<file path="config.mk">
export PLATFORM = sky130hd
export DESIGN_NAME = fetch_queue
export DESIGN_NICKNAME = d
export VERILOG_FILES = /design/src/rtl/fetch_pkg.sv /design/src/rtl/fetch_queue.sv
export SDC_FILE = /design/constraint.sdc
export NUM_CORES = 1
export LEC_CHECK = 0
export CAP_MARGIN = 20
export CELL_PAD_IN_SITES_DETAIL_PLACEMENT = 1
export CELL_PAD_IN_SITES_GLOBAL_PLACEMENT = 2
export CORE_ASPECT_RATIO = 0.6
export CORE_MARGIN = 2
export CORE_UTILIZATION = 47
export CTS_BUF_LIST = sky130_fd_sc_hd__clkbuf_2
export DETAILED_ROUTE_END_ITERATION = 7
export PLACE_DENSITY = 0.95
export SETUP_SLACK_MARGIN = 0.2
export SLEW_MARGIN = 10
export SYNTH_ARGS = -nofsm -noshare
export SYNTH_HDL_FRONTEND = slang
export SYNTH_SLANG_ARGS = --single-unit
export TNS_END_PERCENT = 30
</file>
<file path="constraint.sdc">
create_clock -name clk -period 8.7 [get_ports clk]
set_clock_uncertainty 0.1 [all_clocks]
set_input_delay 1.74 -clock clk [delete_from_list [all_inputs] [get_ports clk]]
set_output_delay 1.74 -clock clk [all_outputs]
set_load 0.02 [all_outputs]
</file>
<file path="src/rtl/fetch_pkg.sv">
// rtl/fetch_pkg.sv - shared fetch/decode types and constants
package fetch_pkg;

  // addi x0, x0, 0 : presented to decode whenever the queue is empty
  localparam logic [31:0] NOP_INSTR = 32'h0000_0013;

  typedef struct packed {
    logic [31:0] instr;
    logic [31:0] pc;
  } fetch_entry_t;

endpackage

</file>
<file path="src/rtl/fetch_queue.sv">
// rtl/fetch_queue.sv - circular instruction buffer between fetch and decode
module fetch_queue
  import fetch_pkg::*;
#(
  parameter int ADDRESS_WIDTH = 32,
  parameter int DATAOUT_WIDTH = 32,
  parameter int DEPTH         = 4
) (
  input  logic                       clk,
  input  logic                       rst,
  input  logic                       in_valid,
  input  logic [DATAOUT_WIDTH-1:0]   in_instr,
  input  logic [ADDRESS_WIDTH-1:0]   in_pc,
  output logic                       in_ready,
  output logic                       out_valid,
  output logic [DATAOUT_WIDTH-1:0]   out_instr,
  output logic [ADDRESS_WIDTH-1:0]   out_pc,
  input  logic                       out_ready,
  input  logic                       flush,
  output logic [$clog2(DEPTH+1)-1:0] count
);

  localparam int PTR_W = $clog2(DEPTH);
  localparam int CNT_W = $clog2(DEPTH + 1);

  logic [DATAOUT_WIDTH-1:0] instr_mem [DEPTH];
  logic [ADDRESS_WIDTH-1:0] pc_mem    [DEPTH];

  logic [PTR_W-1:0] wr_ptr;
  logic [PTR_W-1:0] rd_ptr;
  logic [CNT_W-1:0] cnt;

  logic push;
  logic pop;

  // in_ready comes only from cnt, so a full queue refuses a push even while popping
  assign in_ready  = (cnt != CNT_W'(DEPTH));
  assign out_valid = (cnt != '0);
  assign push      = in_valid & in_ready;
  assign pop       = out_valid & out_ready;
  assign count     = cnt;

  assign out_instr = out_valid ? instr_mem[rd_ptr] : DATAOUT_WIDTH'(NOP_INSTR);
  assign out_pc    = out_valid ? pc_mem[rd_ptr]    : '0;

  always_ff @(posedge clk or negedge rst) begin
    if (!rst) begin
      wr_ptr <= '0;
      rd_ptr <= '0;
      cnt    <= '0;
    end else if (flush) begin
      wr_ptr <= '0;
      rd_ptr <= '0;
      cnt    <= '0;
    end else begin
      if (push) wr_ptr <= wr_ptr + PTR_W'(1);
      if (pop)  rd_ptr <= rd_ptr + PTR_W'(1);
      case ({push, pop})
        2'b10:   cnt <= cnt + CNT_W'(1);
        2'b01:   cnt <= cnt - CNT_W'(1);
        default: cnt <= cnt;
      endcase
    end
  end

  // Storage carries no reset; entries are only ever read while cnt covers them
  always_ff @(posedge clk) begin
    if (push && !flush) begin
      instr_mem[wr_ptr] <= in_instr;
      pc_mem[wr_ptr]    <= in_pc;
    end
  end

endmodule
</file>
; Word-level counts from Yosys, hierarchy flattened
; Memories as Yosys holds them, arrays and structs flattened.
; Cells that the tools add are included.
[totals]
ff_bits = 7
mem_bits_rw = 256
input_bits = 69
out_inout_bits = 69
wordCells = 30
mem_count = 2
[classes]
n_addsub = 4
n_eq_ne = 3
muxes = 10
bitwise = 2
n_reduce_logical = 6
[mem_list]
columns = memory, depth, word_bits, read_ports, rd_clocked_by_memory_dff, write_ports, line_no
row1 = instr_mem, 4, 32, 1, 0, 1, fetch_queue.sv:26  ; logic [DATAOUT_WIDTH-1:0] instr_mem [DEPTH];
row2 = pc_mem, 4, 32, 1, 0, 1, fetch_queue.sv:27  ; logic [ADDRESS_WIDTH-1:0] pc_mem [DEPTH];
[op_table]
columns = operator, count
row1 = $mux 32, 2
row2 = $mux 2, 4
row3 = $pmux 3 s2, 1
row4 = $reduce_bool 3->1, 2
row5 = $add 2x1->2 const B, 2
row6 = $reduce_bool 2->1, 2
row7 = $add 3x1->3 const B, 1
row8 = $mux 3, 1
row9 = $ne 3x3->1 const B, 1
row10 = $sub 3x1->3 const B, 1
row11 = $and 1x1->1, 2
row12 = $eq 2x1->1 const B, 1
row13 = $eq 2x2->1 const B, 1
row14 = $mux 1, 2
row15 = $logic_and 1x1->1, 1
row16 = $logic_not 1->1, 1

; Depth between registers and ports, before layout
[logic_depth]
depth_word = 5
mapped_depth = 9

; Worst setup path after synthesis
; No wires, ideal clock.
[synth_path]
kind = input to register
startpoint = in in_valid
endpoint = mem instr_mem[0][0], enable pin
setup_time_ns = 0.429
t_arrival_ns = 3.701
t_required_ns = 8.171
setup_slack_ns = 4.470
path_stages = 4
path_cell_list = buf_2 nand2_1 nor2_1 and2_1
[synth_between]
elab_chain_len = 4
[synth_lines]
columns = element, line_no
row1 = "start, declared", fetch_queue.sv:11  ; input logic in_valid,
row2 = $and 1x1->1, fetch_queue.sv:39  ; assign push = in_valid & in_ready;
row3 = $logic_and 1x1->1, fetch_queue.sv:68  ; if (push && !flush) begin
row4 = $mux 1, fetch_queue.sv:68
row5 = $mux 1 (implied by the code), fetch_queue.sv:69  ; instr_mem[wr_ptr] <= in_instr;
row6 = "end, declared", fetch_queue.sv:26
; Every way passes these cells.

; Worst setup path after layout
[layout_path]
startpoint = reg rd_ptr[0]
endpoint = out out_instr[13]
[layout_between]
elab_chain_len = 2
[layout_lines]
columns = element, line_no
row1 = "start, declared", fetch_queue.sv:30  ; logic [PTR_W-1:0] rd_ptr;
row2 = "start signal, assigned", fetch_queue.sv:57  ; if (pop) rd_ptr <= rd_ptr + PTR_W'(1);
row3 = $mem_v2 4x32, n/a
row4 = $mux 32, fetch_queue.sv:43  ; assign out_instr = out_valid ? instr_mem[rd_ptr] : DATAOUT_WIDTH'(NOP_INSTR);
row5 = "end, declared", fetch_queue.sv:16  ; output logic [DATAOUT_WIDTH-1:0] out_instr,
; Every way passes these cells.

==> impl_results.md <==
- Status: complete, but fails checks
- Failing checks: design-rule violations
- Clock power share: 0.273
- CP delay by family, top: buffers and inverters
- Detailed-placement wirelength estimate: between 10 and 15 mm
- Maximum clock rate: between 0.15 and 0.2 GHz
- CP peak stage delay: 860 ps
- Slowest CP cell: dfrtp_4
- Flops & latches, synth: between 200 and 300
- Remaining antenna violation count: 0
- Final Hold Viols: 0
- Via density per instance: roughly 5.4
- Yosys top cell by area: edfxtp_1
- WL/cell: around 23 um
- P_sw: 0.000750 W
- WP data required: 6860 ps
- Yosys warnings: 0
- Drt drc: 20
- # port buffers: ~140
- Vias: about 5300
- Ranking of synthesized cells by area: edfxtp_1 (75%), mux4_2 (14%), and2_1 (4.0%)
- Share of cells above drive strength 1: 0.238
- CTS tree: built
- Worst Hold Class: reg2reg
- Mapped Area: roughly 10000 um^2
- Core area: between 20000 and 25000 um^2
- Register share of total power: 0.547
- Clock Path Buffers: 3
- Clock-pin slew on the worst setup and hold paths: around 120 ps
- CTS buffer count: 58
- Syn Inst Count: between 400 and 500
- Initial Util: 0.482
- Layout Nets: slightly above 700
- Largest net degree at the start of global routing: 66
- Pwr per Cell Area: ~220 nW/um^2
- Resized cells post-CTS: 0
- Type of origin of the critical path: flip-flop
- Root buffer cell: clkbuf_2
- Final setup vio count: 0
- Most frequent cells in the layout: edfxtp_1 (256), clkdlybuf4s50_1 (137), clkbuf_2 (85), mux4_2 (64), and2_1 (61)
- RSZ-0062 raised after global routing: false
- Syn_nets: between 500 and 600
- Critical path, cell by cell: buf_4, mux4_2, and2_1, clkdlybuf4s50_1
- Synth top area share: 0.753
- Gr usage total: 0.197
- Worst-path maximum fanout: 36
- Clk sink count: 263
- Worst slew pin tran: just over 1000 ps
- Slew headroom: 0.322
- IO Pins: about 140
- Layout area overhead: 20.8%
- Seq/Total Area, Yosys: 0.770
- Die W: 194 um
- Comb pwr share: 0.180
- Clk Latency, worst-skew pair: 840 ps
- Fin crit period: around 5600 ps
- Max-cap violations: 0
- Crit path buffers/inverters: 2
- Die Y: 118 um
- Initial antenna violation count: 1
- Syn Area/Cell: ~22 um^2
- H-tree depth: 2
- Setup TNS: 0 ps
- Crit path arrival time: between 3000 and 4000 ps
- Grt ovf: 0
- Synth unique cells: 34
- Die area: roughly 23000 um^2
- Period utilization: 0.649
- Rows: between 40 and 50
- Min Hold Slack: between 500 and 600 ps
- Internal power: between 0.0015 and 0.002 W
- Fillers: around 1900
- Max Transition Viols Final: 0
- P_leak: 3.99 nW
- First-pass GRT wire length: ~34 mm
- Sw frac: 0.278
- Most common cell after layout, fill and taps aside: edfxtp_1
- Maximum VDD drop: around 0.0001 V
- Number of global-route vias before repair: around 5800
- First DRT Iteration DRCs: around 320
- Pre-antenna DRT Iters: 8
- Hold buffer count at cts: 0
- WS Path Type: reg2out
- WL final: 22.1 mm
- Setup crit end kind: primary output
- Postcts setup bufs: 0
- GP Congestion: roughly 0.71
==> layer usage <==
metal | share of wire | track usage | vias up
met2 | 0.46 | 0.300 | 195
met1 | 0.45 | 0.279 | 2755
li1 | - | - | 2287
met3 | 0.072 | 0.0574 | 30
met4 | 0.014 | 0.0611 | 0
met5 | 0 | 0 | -
==> tightest hold or removal path: cells and delay by family, from the launching register on <==
family	cells	cell delay, ps
and+or+nand+nor	1	110
DFF	1	450
AOI/OAI and AO/OA	1	70
==> final timing paths <==
kind / from / to / slack, ps / cells past startpoint
setup / recovery: rd_ptr[0] / out_instr[13] / 3060 / 4
hold / removal: wr_ptr[1] / wr_ptr[1] / 560 / 2
hold reg to reg: wr_ptr[1] / wr_ptr[1] / 560 / 2
min in group asynchronous: rst / rd_ptr[0] / 1080 / 1
setup reg to reg: count[0] / instr_mem[3][31] / 6070 / 4
max in group asynchronous: rst / rd_ptr[1] / 7070 / 1
==> layout make-up <==
class                      instances  area [um^2]  share of cell area
antenna                            1         2.50            0.000203
clock buffer                      85          425              0.0345
clock inverter                    20         78.8             0.00639
inverter                           5         18.8             0.00152
multi-input combinational        177         2190               0.178
sequential                       263         7870               0.638
tap                              279          349              0.0283
timing repair buffer             139         1400               0.113
==> flip-flops by register name, indices dropped and copies added (netlist names) <==
register   flops
count          3
instr_mem    128
pc_mem       128
rd_ptr         2
wr_ptr         2
==> kinds of logic after synthesis <==
family          count (synthesis)  synth area share
compound gates                 14           0.00931
xor+xnor                        4           0.00343
fa+ha+maj                       5           0.00686
buf+inv                        30            0.0167
flops                         263             0.770
mux                            64             0.141
simple gates                   90            0.0528
==> stage by stage <==
step | total power, W | util | instance area, um^2 | instances | setup slack [ps]
4_1_cts | 0.00273 | 0.581 | 12300 | 967 | 2870
5_1_grt | 0.00283 | 0.582 | 12300 | 968 | 2720
3_3_place_gp | 0.00197 | 0.557 | 11800 | 862 | 3880
3_5_place_dp | 0.00199 | 0.557 | 11800 | 862 | 3870
6_report | 0.00270 | 0.582 | 12300 | 969 | 3060
2_1_floorplan | 0.00177 | - | 10200 | 470 | 4470
==> power by group through the flow <==
stage	combinational (W)	clock [W]	sequential (W)
3_5_place_dp	0.000484	0	0.00150
6_report	0.000484	0.000737	0.00147
5_1_grt	0.000516	0.000828	0.00148
2_1_floorplan	0.000293	0	0.00148
4_1_cts	0.000486	0.000769	0.00148
3_3_place_gp	0.000475	0	0.00150
==> Yosys cell counts <==
| cell | number |
|---|---|
| o311ai_0 | 1 |
| nand3_1 | 2 |
| edfxtp_1 | 256 |
| nor3_2 | 1 |
| a21o_1 | 1 |
| o221ai_1 | 1 |
| nand2b_1 | 1 |
| fa_1 | 1 |
| nor2_1 | 6 |
| ha_1 | 4 |
| or3b_2 | 1 |
| or3_1 | 1 |
| nand2_1 | 7 |
| dfrtp_1 | 7 |
| or2_1 | 3 |
| o21ai_0 | 2 |
| a32oi_1 | 1 |
| or3b_1 | 1 |
| buf_6 | 5 |
| o22ai_1 | 1 |
| o211ai_1 | 1 |
| inv_2 | 1 |
| a2111oi_0 | 1 |
| buf_4 | 2 |
| a221oi_1 | 1 |
| inv_1 | 4 |
| clkbuf_1 | 8 |
| buf_2 | 10 |
| and2_1 | 65 |
| nand3b_1 | 2 |
| a21oi_1 | 4 |
| xnor2_1 | 1 |
| mux4_2 | 64 |
| xor2_1 | 3 |
No activity file was read; power rests on OpenSTA's default activity.
==> RTL edit 1 (same settings) <==
`DATAOUT_WIDTH`: 32 -> 28.
--- a/src/rtl/fetch_queue.sv
+++ b/src/rtl/fetch_queue.sv
@@ -5,3 +5,3 @@
   parameter int ADDRESS_WIDTH = 32,
-  parameter int DATAOUT_WIDTH = 32,
+  parameter int DATAOUT_WIDTH = 28,
   parameter int DEPTH         = 4
Interface: changed (resized in_instr and out_instr); port bits go from 138 to 130. No check against the original RTL was run, so the function may have changed too.
==> RTL edit 1 against the unedited design <==
Setup slack better by 410 ps. Power down 6.1%. Register-to-register slack is essentially flat. Synthesized area decreased by 4.0%. Design area is 4.4% lower. Sequential cell count down 16. Routed wire length shrank 5.7%. Maximum frequency is 7.8% higher. Hold slack got worse by 60 ps. Highest routed layer unchanged.
==> RTL edit 1: results <==
{
  "cp_max_fo": 33,
  "gr-usage-met2_pct": 32.10,
  "clk_latency_ps": 820,
  "async_flop_share_pct": 2.834,
  "worst_pin_slew_ps": 985.0,
  "wl_met2_microns": 10130,
  "grt_max_degree": 63,
  "antenna_found_initial": 0,
  "initialDrtViolationCount": 257,
  "placed_area_sq_um": 11290,
  "dp.cells": 824,
  "met3_usage_pct": 6.420,
  "synth-seq-area-share_pct": 75.26,
  "vias": 4930,
  "path_delay_family": "flip-flops",
  "syn_to_final_growth_pct": 20.22,
  "gp_congestion": 0.7334,
  "grt_use_met1_pct": 25.16,
  "final_cells": 926,
  "avgSynthCellArea_sq_um": 21.99,
  "crit_arrival_ps": 3390,
  "outcome": "finished, final reports clean",
  "io_buffer_count": 129,
  "grt_pass1_wl_microns": 31610,
  "track_usage_pct": 19.49,
  "synth.area.top_cells": "edfxtp_1 (73%), mux4_1 (11%), mux4_2 (4.4%), and2_1 (3.6%), dfrtp_1 (1.8%)"
}
-- RTL edit 1: cell types whose count changed in the layout (fill, tap and decap cells not counted), moves of 4 or more --
cell,delta
clkdlybuf4s50_1,-8
and2_1,-4
edfxtp_1,-16
mux4_1,+41
mux4_2,-45
-- RTL edit 1: cell families (layout without fill, tap and decap cells) --
group / count (synthesis) / after routing / synth area share (%)
muxes: 60 / 60 / 15.35
buffers and inverters: 30 / 237 / 1.939
AOI/OAI and AO/OA: 14 / 14 / 0.9697
and+or+nand+nor: 86 / 86 / 5.409
DFF: 247 / 247 / 75.26
adders and majority gates: 5 / 5 / 0.7144
xor gates and xnor gates: 4 / 4 / 0.3573
-- RTL edit 1: path summary, 6_finish.rpt --
kind                            from             to  slack (ps)  cells after the start
setup reg to reg            count[0]  pc_mem[1][12]        6060                      4
max in group asynchronous        rst      rd_ptr[0]        7160                      1
setup / recovery           rd_ptr[0]   out_instr[1]        3470                      4
hold reg to reg            wr_ptr[1]      wr_ptr[1]         500                      2
min in group asynchronous        rst      wr_ptr[1]        1060                      1
hold / removal             wr_ptr[1]      wr_ptr[1]         500                      2
-- RTL edit 1: area by class of cell --
cell class	instances	area share (%)
Clock inverter	18	0.5836
Sequential cell	247	62.65
Inverter	5	0.1592
Clock buffer	83	3.523
Multi-Input combinational cell	169	19.00
Tap cell	273	2.897
Timing Repair Buffer	131	11.18
-- RTL edit 1: power groups by stage --
stage,Clock (W),Sequential [W],Combinational (W)
after floorplan,0,0.00139,0.000273
after global placement,0,0.00142,0.000423
after detailed placement,0,0.00142,0.000439
after CTS,0.000732,0.00140,0.000441
after global routing,0.000791,0.00139,0.000479
final,0.000701,0.00138,0.000448
-- RTL edit 1: worst reg2reg max path, delay by kind of cell, from the launching register on --
family	cells	cell delay, ps
simple gates	4	1440
flops	1	680
==> RTL edit 2 (config.mk and constraints unchanged) <==
Without the edit above. Register the output `count` once more; this adds one clock of latency there. The other outputs are not delayed to match.
--- a/src/rtl/fetch_queue.sv
+++ b/src/rtl/fetch_queue.sv
@@ -40,3 +40,5 @@
   assign pop       = out_valid & out_ready;
-  assign count     = cnt;
+  always_ff @(posedge clk) begin
+    count <= cnt;
+  end
 
Function: changed (Yosys sat finds a counterexample within 4 cycles, from zero or initial values and one cycle with rst low).
==> RTL edit 2 against the unedited design <==
Highest routed layer is now met5. Routed wire length fell by 2.3%. Critical path type unchanged. Synthesized area rose by 0.75%. Setup slack improved by 46 ps. Design area rose by 0.80%. Sequential cell count rose by 3. Critical endpoint is now out_instr[1]. Combinational power rose by 46%. Power rose by 10%.
==> RTL edit 2: results <==
{
  "power_w": 0.002978,
  "initialDrtViolationCount": 343,
  "clk_share_pct": 4.217,
  "synthTopCellsByCount": "edfxtp_1 (256), and2_1 (66), mux4_2 (64), buf_2 (9), clkbuf_1 (9)",
  "drt_wl_total_microns": 21560,
  "seq_area_sq_um": 7930,
  "highest_layer": "met5",
  "wl_met2_microns": 9923,
  "num-clock-buffers": 95,
  "placed_area_sq_um": 11880,
  "p_comb_share_pct": 23.8,
  "fillCellCount": 1879,
  "flops_and_latches": 266,
  "buffer_area_share_pct": 11.25,
  "io_buffer_count": 137,
  "gr-usage-met2_pct": 30.07,
  "multi_input_comb_area_sq_um": 2201,
  "crit_slowest_cell": "dfrtp_4",
  "avgSynthCellArea_sq_um": 21.66,
  "synth-seq-area-share_pct": 76.99,
  "pre_cts_slack_ps": 3833,
  "synth.distinct_cells": 35,
  "max_stage_delay_ps": 810,
  "clk_latency_ps": 820,
  "worst_pin_slew_ps": 1032,
  "grt_pass1_wl_microns": 33820,
  "synth.area.top_cells": "edfxtp_1 (75%), mux4_2 (14%), and2_1 (4.0%), dfrtp_1 (1.7%), dfxtp_1 (0.58%)",
  "wl_met1_microns": 9714,
  "r2r_start": "cnt[1]",
  "inv_count": 6,
  "hp-start": "wr_ptr[0]",
  "gp_congestion": 0.7019,
  "grt_pass1_vias": 5888,
  "antenna_found_initial": 6,
  "outcome": "finished, final reports clean",
  "multi_input_area_share_pct": 17.70,
  "numCtsBuffers": 59,
  "met3_usage_pct": 6.164,
  "clkTransAtPathRegs_ps": 100,
  "cp_max_fo": 38,
  "async_flop_share_pct": 2.632,
  "p_clk_w": 0.000762,
  "crit_arrival_ps": 3760,
  "cts-resized-gates": 0,
  "dr.pass1.iters": 4,
  "syn_nets": 549,
  "power.leakage_nw": 4.030,
  "grt_use_met1_pct": 26.79,
  "power.switching_w": 0.0008764,
  "layout-drive-gt1-share_pct": 24.14,
  "dpl.hpwl_microns": 11970
}
RTL edit 2: cell types whose count changed after synthesis, sizes merged, moves of 2 or more:
cell / change
nand2: -7
nand2b: +4
nor2: -4
dfxtp: +3
nor3b: +2
or3b: -2
RTL edit 2: final timing paths:
check | endpoint | slack [ps]
max | out_instr[1] | 3100
min | wr_ptr[0] | 510
max reg2reg | cnt[1] | 5570
min reg2reg | wr_ptr[0] | 510
max in group asynchronous | rd_ptr[0] | 7110
min in group asynchronous | cnt[1] | 1070
RTL edit 2: cell families (layout without fill, tap and decap cells):
| logic type | after synthesis | count (layout) | share of synthesized area [%] |
|---|---|---|---|
| AOI/OAI and AO/OA | 17 | 17 | 1.058 |
| xor gates and xnor gates | 3 | 3 | 0.2554 |
| adders and majority gates | 5 | 5 | 0.6810 |
| buffers and inverters | 32 | 253 | 1.714 |
| DFF | 266 | 266 | 76.99 |
| muxes | 64 | 64 | 14.01 |
| other | 0 | 3 | 0 |
| and+or+nand+nor | 88 | 88 | 5.289 |
